==> config.mk <==
export PLATFORM = sky130hd
export DESIGN_NAME = traffic_phase_scheduler_flat
export DESIGN_NICKNAME = d
export VERILOG_FILES = /design/src/rtl/traffic_pkg.sv /design/src/rtl/traffic_phase_scheduler_if.sv /design/src/rtl/sensor_debounce.sv /design/src/rtl/traffic_phase_scheduler.sv /design/src/flat_wrapper.sv
export SDC_FILE = /design/constraint.sdc
export NUM_CORES = 1
export LEC_CHECK = 0
export CAP_MARGIN = 20
export CORE_ASPECT_RATIO = 1.2
export CORE_UTILIZATION = 49
export DETAILED_ROUTE_END_ITERATION = 10
export GPL_TIMING_DRIVEN = 0
export HOLD_SLACK_MARGIN = 0.08
export PLACE_DENSITY = 0.74
export SETUP_SLACK_MARGIN = 0.05
export SLEW_MARGIN = 20
export SYNTH_ARGS = -nofsm -noshare
export SYNTH_HDL_FRONTEND = slang
export SYNTH_HIERARCHICAL = 1
export SYNTH_SLANG_ARGS = --single-unit
==> constraint.sdc <==
create_clock -name clk -period 1.2 [get_ports clk]
set_input_delay 0.24 -clock clk [delete_from_list [all_inputs] [get_ports clk]]
set_output_delay 0.24 -clock clk [all_outputs]
set_load 0.02 [all_outputs]
==> src/rtl/traffic_pkg.sv <==
// Shared definitions for the traffic phase scheduler slice.
// Contents:
//   - default parameter constants
//   - emergency FSM state enum
//   - helper that sizes a counter for a given maximum value
package traffic_pkg;

  localparam int unsigned DefTickDiv  = 100;
  localparam int unsigned DefDebTicks = 3;
  localparam int unsigned DefEmgHold  = 4;

  typedef enum logic [1:0] {
    StIdle    = 2'd0,
    StPreempt = 2'd1,
    StHold    = 2'd2
  } emg_state_e;

  // Bits needed to hold 0..max_val, never less than one.
  function automatic int unsigned cnt_width(input int unsigned max_val);
    return (max_val < 2) ? 1 : $clog2(max_val + 1);
  endfunction

endpackage

==> src/rtl/traffic_phase_scheduler_if.sv <==
// Signal bundle between the scheduler and its environment.
// Raw inputs:
//   - sa_raw, sb_raw, emg_raw: asynchronous sensor and emergency inputs
//   - ga, gb: controller green feedback
// Outputs:
//   - tick: phase-step enable
//   - Sa, Sb: latched road requests
//   - emergency: stretched preemption request
// Modports:
//   - slave: the scheduler
//   - master: whoever drives the raw inputs and consumes the requests
interface traffic_phase_scheduler_if;
  logic sa_raw;
  logic sb_raw;
  logic emg_raw;
  logic ga;
  logic gb;
  logic tick;
  logic Sa;
  logic Sb;
  logic emergency;

  modport slave (
    input  sa_raw, sb_raw, emg_raw, ga, gb,
    output tick, Sa, Sb, emergency
  );

  modport master (
    output sa_raw, sb_raw, emg_raw, ga, gb,
    input  tick, Sa, Sb, emergency
  );
endinterface

==> src/rtl/sensor_debounce.sv <==
// One road sensor path: 2-FF synchronizer, tick-sampled debounce counter and
// request latch.
// Ports:
//   - clk, reset_n: clock and async active-low reset
//   - tick: step enable; debounce only advances on tick cycles
//   - raw: asynchronous sensor input
//   - green: controller green feedback for this road
//   - req: latched service request
module sensor_debounce
  import traffic_pkg::*;
#(
  parameter int unsigned DEB_TICKS = DefDebTicks
) (
  input  logic clk,
  input  logic reset_n,
  input  logic tick,
  input  logic raw,
  input  logic green,
  output logic req
);

  localparam int unsigned     CntW   = cnt_width(DEB_TICKS);
  localparam logic [CntW-1:0] CntMax = CntW'(DEB_TICKS);

  logic            sync1_q, sync_q;
  logic [CntW-1:0] cnt_q, cnt_d;
  logic            req_q, req_d;

  always_comb begin
    cnt_d = cnt_q;
    req_d = req_q;
    if (tick) begin
      if (!sync_q) begin
        cnt_d = '0;
      end else if (cnt_q != CntMax) begin
        cnt_d = cnt_q + CntW'(1);
      end
    end
    // Set wins; it can only coincide with a clear through the one-cycle count lag.
    if (cnt_q == CntMax) begin
      req_d = 1'b1;
    end else if (tick && green && !sync_q) begin
      req_d = 1'b0;
    end
  end

  always_ff @(posedge clk or negedge reset_n) begin
    if (!reset_n) begin
      sync1_q <= 1'b0;
      sync_q  <= 1'b0;
      cnt_q   <= '0;
      req_q   <= 1'b0;
    end else begin
      sync1_q <= raw;
      sync_q  <= sync1_q;
      cnt_q   <= cnt_d;
      req_q   <= req_d;
    end
  end

  assign req = req_q;

endmodule

==> src/rtl/traffic_phase_scheduler.sv <==
// Front end for the traffic light controller.
// Functions:
//   - tick prescaler
//   - two debounced road request latches
//   - emergency preemption stretcher (IDLE/PREEMPT/HOLD) that keeps all-red
//     for EMG_HOLD ticks after the emergency request drops
// Ports:
//   - clk, reset_n: clock and async active-low reset
//   - bus: slave side of traffic_phase_scheduler_if
module traffic_phase_scheduler
  import traffic_pkg::*;
#(
  parameter int unsigned TICK_DIV  = DefTickDiv,
  parameter int unsigned DEB_TICKS = DefDebTicks,
  parameter int unsigned EMG_HOLD  = DefEmgHold
) (
  input logic                       clk,
  input logic                       reset_n,
  traffic_phase_scheduler_if.slave  bus
);

  localparam int unsigned      PreW     = cnt_width(TICK_DIV - 1);
  localparam logic [PreW-1:0]  PreMax   = PreW'(TICK_DIV - 1);
  localparam int unsigned      HoldW    = cnt_width(EMG_HOLD);
  localparam logic [HoldW-1:0] HoldInit = HoldW'(EMG_HOLD);

  // Prescaler
  logic [PreW-1:0] pre_q, pre_d;
  logic            tick_q, tick_d;

  always_comb begin
    pre_d  = (pre_q == PreMax) ? '0 : pre_q + PreW'(1);
    tick_d = (pre_q == PreMax);
  end

  always_ff @(posedge clk or negedge reset_n) begin
    if (!reset_n) begin
      pre_q  <= '0;
      tick_q <= 1'b0;
    end else begin
      pre_q  <= pre_d;
      tick_q <= tick_d;
    end
  end

  // Road requests
  sensor_debounce #(
    .DEB_TICKS(DEB_TICKS)
  ) u_deb_a (
    .clk    (clk),
    .reset_n(reset_n),
    .tick   (tick_q),
    .raw    (bus.sa_raw),
    .green  (bus.ga),
    .req    (bus.Sa)
  );

  sensor_debounce #(
    .DEB_TICKS(DEB_TICKS)
  ) u_deb_b (
    .clk    (clk),
    .reset_n(reset_n),
    .tick   (tick_q),
    .raw    (bus.sb_raw),
    .green  (bus.gb),
    .req    (bus.Sb)
  );

  // Emergency path: synchronizer only, no debounce
  logic emg_sync1_q, emg_s_q;

  always_ff @(posedge clk or negedge reset_n) begin
    if (!reset_n) begin
      emg_sync1_q <= 1'b0;
      emg_s_q     <= 1'b0;
    end else begin
      emg_sync1_q <= bus.emg_raw;
      emg_s_q     <= emg_sync1_q;
    end
  end

  emg_state_e       state_q, state_d;
  logic [HoldW-1:0] hold_q, hold_d;
  logic             emergency_q;

  always_comb begin
    state_d = state_q;
    hold_d  = hold_q;
    unique case (state_q)
      StIdle: begin
        if (emg_s_q) state_d = StPreempt;
      end
      StPreempt: begin
        if (!emg_s_q) begin
          state_d = StHold;
          hold_d  = HoldInit;
        end
      end
      StHold: begin
        // A fresh request abandons the countdown; it reloads on the next exit.
        if (emg_s_q) begin
          state_d = StPreempt;
        end else if (tick_q && (hold_q != '0)) begin
          hold_d = hold_q - HoldW'(1);
          if (hold_q == HoldW'(1)) state_d = StIdle;
        end
      end
      default: state_d = StIdle;
    endcase
  end

  always_ff @(posedge clk or negedge reset_n) begin
    if (!reset_n) begin
      state_q     <= StIdle;
      hold_q      <= '0;
      emergency_q <= 1'b0;
    end else begin
      state_q     <= state_d;
      hold_q      <= hold_d;
      emergency_q <= (state_d != StIdle);
    end
  end

  assign bus.tick      = tick_q;
  assign bus.emergency = emergency_q;

endmodule

==> src/flat_wrapper.sv <==
// flat-port wrapper written by rule: the top's interface ports become plain ports
module traffic_phase_scheduler_flat import traffic_pkg::*;
#(
  parameter int unsigned TICK_DIV  = DefTickDiv,
  parameter int unsigned DEB_TICKS = DefDebTicks,
  parameter int unsigned EMG_HOLD  = DefEmgHold
)
  (clk, reset_n, bus_sa_raw, bus_sb_raw, bus_emg_raw, bus_ga, bus_gb, bus_tick, bus_Sa, bus_Sb, bus_emergency);
  traffic_phase_scheduler_if bus_i ();
  input logic clk;
  input logic reset_n;
  input wire logic [$bits(bus_i.sa_raw)-1:0] bus_sa_raw;
  input wire logic [$bits(bus_i.sb_raw)-1:0] bus_sb_raw;
  input wire logic [$bits(bus_i.emg_raw)-1:0] bus_emg_raw;
  input wire logic [$bits(bus_i.ga)-1:0] bus_ga;
  input wire logic [$bits(bus_i.gb)-1:0] bus_gb;
  output wire logic [$bits(bus_i.tick)-1:0] bus_tick;
  output wire logic [$bits(bus_i.Sa)-1:0] bus_Sa;
  output wire logic [$bits(bus_i.Sb)-1:0] bus_Sb;
  output wire logic [$bits(bus_i.emergency)-1:0] bus_emergency;
  assign bus_i.sa_raw = bus_sa_raw;
  assign bus_i.sb_raw = bus_sb_raw;
  assign bus_i.emg_raw = bus_emg_raw;
  assign bus_i.ga = bus_ga;
  assign bus_i.gb = bus_gb;
  assign bus_tick = bus_i.tick;
  assign bus_Sa = bus_i.Sa;
  assign bus_Sb = bus_i.Sb;
  assign bus_emergency = bus_i.emergency;
  traffic_phase_scheduler #(.TICK_DIV(TICK_DIV), .DEB_TICKS(DEB_TICKS), .EMG_HOLD(EMG_HOLD)) u_core (.clk(clk), .reset_n(reset_n), .bus(bus_i));
endmodule
==> metrics.md, run 1 <==
| Metric | Value |
|---|---|
| Outcome | `complete, but fails checks` |
| Violated checks | `negative setup slack` |
| Area delta synth->final | `39.36%` |
| Drt drc | `0` |
| Combinational share of power | `5.4%` |
| Share of cells above drive strength 1 | `36.57%` |
| Clock transition at path regs | `0.14 ns` |
| Reg2reg path depth | `4` |
| Final setup fails | `4` |
| R2R Path End | `u_core/pre_q[5]$_DFF_PN0_` |
| H-Tree Level Count | `1` |
| Initial antenna violation count | `0` |
| Tmin final | `1.227 ns` |
| Vias in the first global route | `953` |
| All-Layer GR Usage | `21.16%` |
| Hold path start | `bus_sb_raw` |
| Simple-gate portion of the synthesized area | `24.57%` |
| Max-cap viol count | `0` |
| Normalized max-slew margin | `62.41%` |
| Synth Net Count | `115` |
| TritonCTS Buffers | `3` |
| Fmax | `814.7 MHz` |
| Compound-cell area share of the yosys netlist | `9.255%` |
| CP endpoint kind | `flip-flop` |
| Clock root buffer | `clkbuf_4` |
| Reg2Reg Setup Slack | `-0.03 ns` |
| Share of the synthesized area in the top cell type | `55.32%` |
| Final hold vios | `0` |
| Gpl congestion | `0.7454` |
| Core ar. | `2282 sq um` |
| Cells after synthesis | `102` |
| XOR/XNOR share of the synthesized area | `2.234%` |
| Routed via count | `929` |
| Fraction of registers with async set/reset | `100.0%` |
| Post-synth cell types | `28` |
| Switch Pwr | `316.1 uW` |
| List of most frequent post-synthesis cells | `dfrtp_1 (26), nand3_1 (9), ha_1 (6), nor2_1 (6), nor2b_1 (6)` |
| WHS | `0.3351 ns` |
| Mux share of post-synthesis cell area | `0.8511%` |
| TritonCTS clock tree | `built` |
| Die Span Y | `55.67 um` |
| Dpl cells | `143` |
| Worst EP required | `1.47 ns` |
| Pwr dens | `873.5 nW/um^2` |
| Predominant post-synthesis flop cell | `dfrtp_1` |
| Top cells by area, synth | `dfrtp_1 (55%), ha_1 (6.4%), nand3_1 (3.8%), nor2b_1 (3.2%), xnor2_1 (2.2%)` |
| Worst-Margin Slew | `0.5639 ns` |
| Setup CP Type | `reg -> reg` |
| Initial core utilization | `51.54%` |
| Critical path's slowest cell | `dfrtp_1` |
| Worst Hold Path EP | `u_core/u_deb_b/sync1_q$_DFF_PN0_` |
| Post-route cell area | `1639 sq um` |
| Total grt overflow | `0` |
| Syn. warnings | `6` |
| WL/cell | `14.98 um` |
| RSZ-0062 raised after global routing | `true` |
| Site row count | `19` |
| Crit-path cells | `buf_4 > nand3_2 > or3_1 > a21oi_2` |
| CP peak stage delay | `0.43 ns` |
| # fillers | `168` |
| Worst-case clock buffer depth | `2` |
| Final nets | `148` |
| Leakage | `0.7336 nW` |
| First-pass GRT wire length | `3926 um` |
| Final Util | `71.82%` |
| Most frequent cell after synthesis | `dfrtp_1` |
| Clock skew | `0.004744 ns` |
| DRT Pass-1 Iters | `4` |
| P_int | `1.116 mW` |
| Maximum vdd drop | `0.0007002 V` |
| Family with the most delay on the worst path | `simple AND/OR/NAND/NOR gates` |
| DR iter-0 viols | `11` |
| Hold WC Path Type | `in -> reg` |
| #FFs+latches synth | `26` |
| Total power | `1.432 mW` |
| Max Slew Vio Count | `0` |
| I/O pins | `11` |
| Largest net degree at the start of global routing | `27` |
| Clock Power Share | `31.0%` |
| Synthesized area per cell | `11.53 sq um` |
| Top cell type by total area after synthesis | `dfrtp_1` |
| Setup crit start kind | `flip-flop` |
| Worst-Skew Late Latency | `0.33 ns` |
| CP arrival | `1.49 ns` |
| PortBufs | `10` |
| Dpl cell area | `1321 sq um` |
| Final Worst Setup Slack | `-0.02741 ns` |
| Register area share after synthesis | `55.32%` |
| Post-DP HPWL | `1381 um` |
| Post-synth EDFFs | `0` |
| Area of the mapped netlist | `1176 sq um` |
| Post-DRT Antenna Nets | `0` |
| CTS sink cnt | `26` |
| Ant diodes | `0` |
| Hold depth | `1` |
| Post-Synth Adder-Cell Area | `6.383%` |
| Via density | `5.630` |
| Crit path buf inv count | `1` |
| Sw frac | `22.08%` |
| Sequential power share | `63.6%` |
| Crit path max fanout | `3` |
| Crit share post-route | `102.3%` |
| Largest family of logic cells by synthesized area | `simple AND/OR/NAND/NOR gates` |
| Die Wd | `46.73 um` |
| Routed WL | `2472 um` |
| Layout Cells excl Fill | `165` |
| Die area | `2601 sq um` |
| Reg-to-Reg Start | `u_core/pre_q[0]$_DFF_PN0_` |
[power by group through the flow]
stage	Combinational [mW]	Sequential, mW	Clock (mW)
floorplan	0.0248	0.929	0
global placement	0.0777	0.925	0
detailed placement	0.0778	0.927	0
CTS	0.0782	0.910	0.449
global route	0.0878	0.913	0.495
finish	0.0778	0.911	0.443
[through the flow]
step / setup WS [ns] / TNS, ns
finish: -0.02741 / -0.05821
global placement: -0.5065 / -11.45
floorplan: 0.04388 / 0
CTS: -0.04697 / -0.1273
detailed placement: -0.1679 / -0.8464
global route: -0.08676 / -0.3343
[layer usage]
metal,vias up,global-route usage (%),wire (um)
li1,428,-,-
met5,-,0,0
met2,17,33.73,1357
met3,9,2.922,48
met4,0,11.84,76
met1,475,26.49,990
[cells in the final DEF, fill, tap and decap left out, types with 3 or more instances in the layout]
cell / synthesis / routed
nand2_1: 5 / 5
dfrtp_1: 26 / 24
nand2b_1: 4 / 3
nor2_1: 6 / 5
buf_6: 0 / 9
clkdlybuf4s50_1: 0 / 5
buf_2: 1 / 3
xnor2_1: 3 / 3
clkbuf_4: 0 / 3
a21oi_1: 5 / 3
nand3_1: 9 / 8
buf_4: 0 / 11
nor2b_1: 6 / 5
nand3b_1: 3 / 3
ha_4: 0 / 5
[worst max-delay path by stage]
stage	to	startpoint	depth (start not counted)
2_1_floorplan	u_core/bus.emergency$_DFF_PN0_	u_core/hold_q[0]$_DFFE_PN0P_	5
3_3_place_gp	u_core/bus.tick$_DFF_PN0_	reset_n	1
3_5_place_dp	bus_tick	u_core/bus.tick$_DFF_PN0_	1
4_1_cts	u_core/pre_q[5]$_DFF_PN0_	u_core/pre_q[1]$_DFF_PN0_	4
5_1_grt	u_core/pre_q[5]$_DFF_PN0_	u_core/pre_q[0]$_DFF_PN0_	4
6_report	u_core/pre_q[5]$_DFF_PN0_	u_core/pre_q[0]$_DFF_PN0_	4
[kinds of logic after synthesis]
group	count (synthesis)
compound gates	16
flops	26
fa+ha+maj	6
mux	1
simple gates	46
xor+xnor	3
buf+inv	4
[flip-flops by register name (all words and copies together), names as in the netlist, 2 cells and up]
signal / cells
u_core/hold_q: 3
u_core/pre_q: 7
u_core/u_deb_a/cnt_q: 2
u_core/state_q: 2
u_core/u_deb_b/cnt_q: 2
[repair_timing]
item,CTS,global route
pin swaps,12,9
endpoints found under the hold margin,26,0
setup endpoints to repair,15,15
resized for setup,28,20
hold buffers,1,0
buffers inserted,16,2
[layout make-up]
class | count | area [sq um] | share of cell area, %
sequential | 26 | 653.1 | 39.85
multi-input combinational | 72 | 640.6 | 39.08
timing repair buffer | 28 | 254.0 | 15.50
tap | 31 | 38.79 | 2.366
clock buffer | 4 | 36.28 | 2.214
inverter | 3 | 11.26 | 0.6870
buffer | 1 | 5.005 | 0.3053
Power figures use the tool's default switching activity.
==> run 2: changes to the inputs <==
- HOLD_SLACK_MARGIN: 0.08 -> 0.1
==> results of run 2 <==
No change in the layout: final DEF, timing and power equal those of run 1.
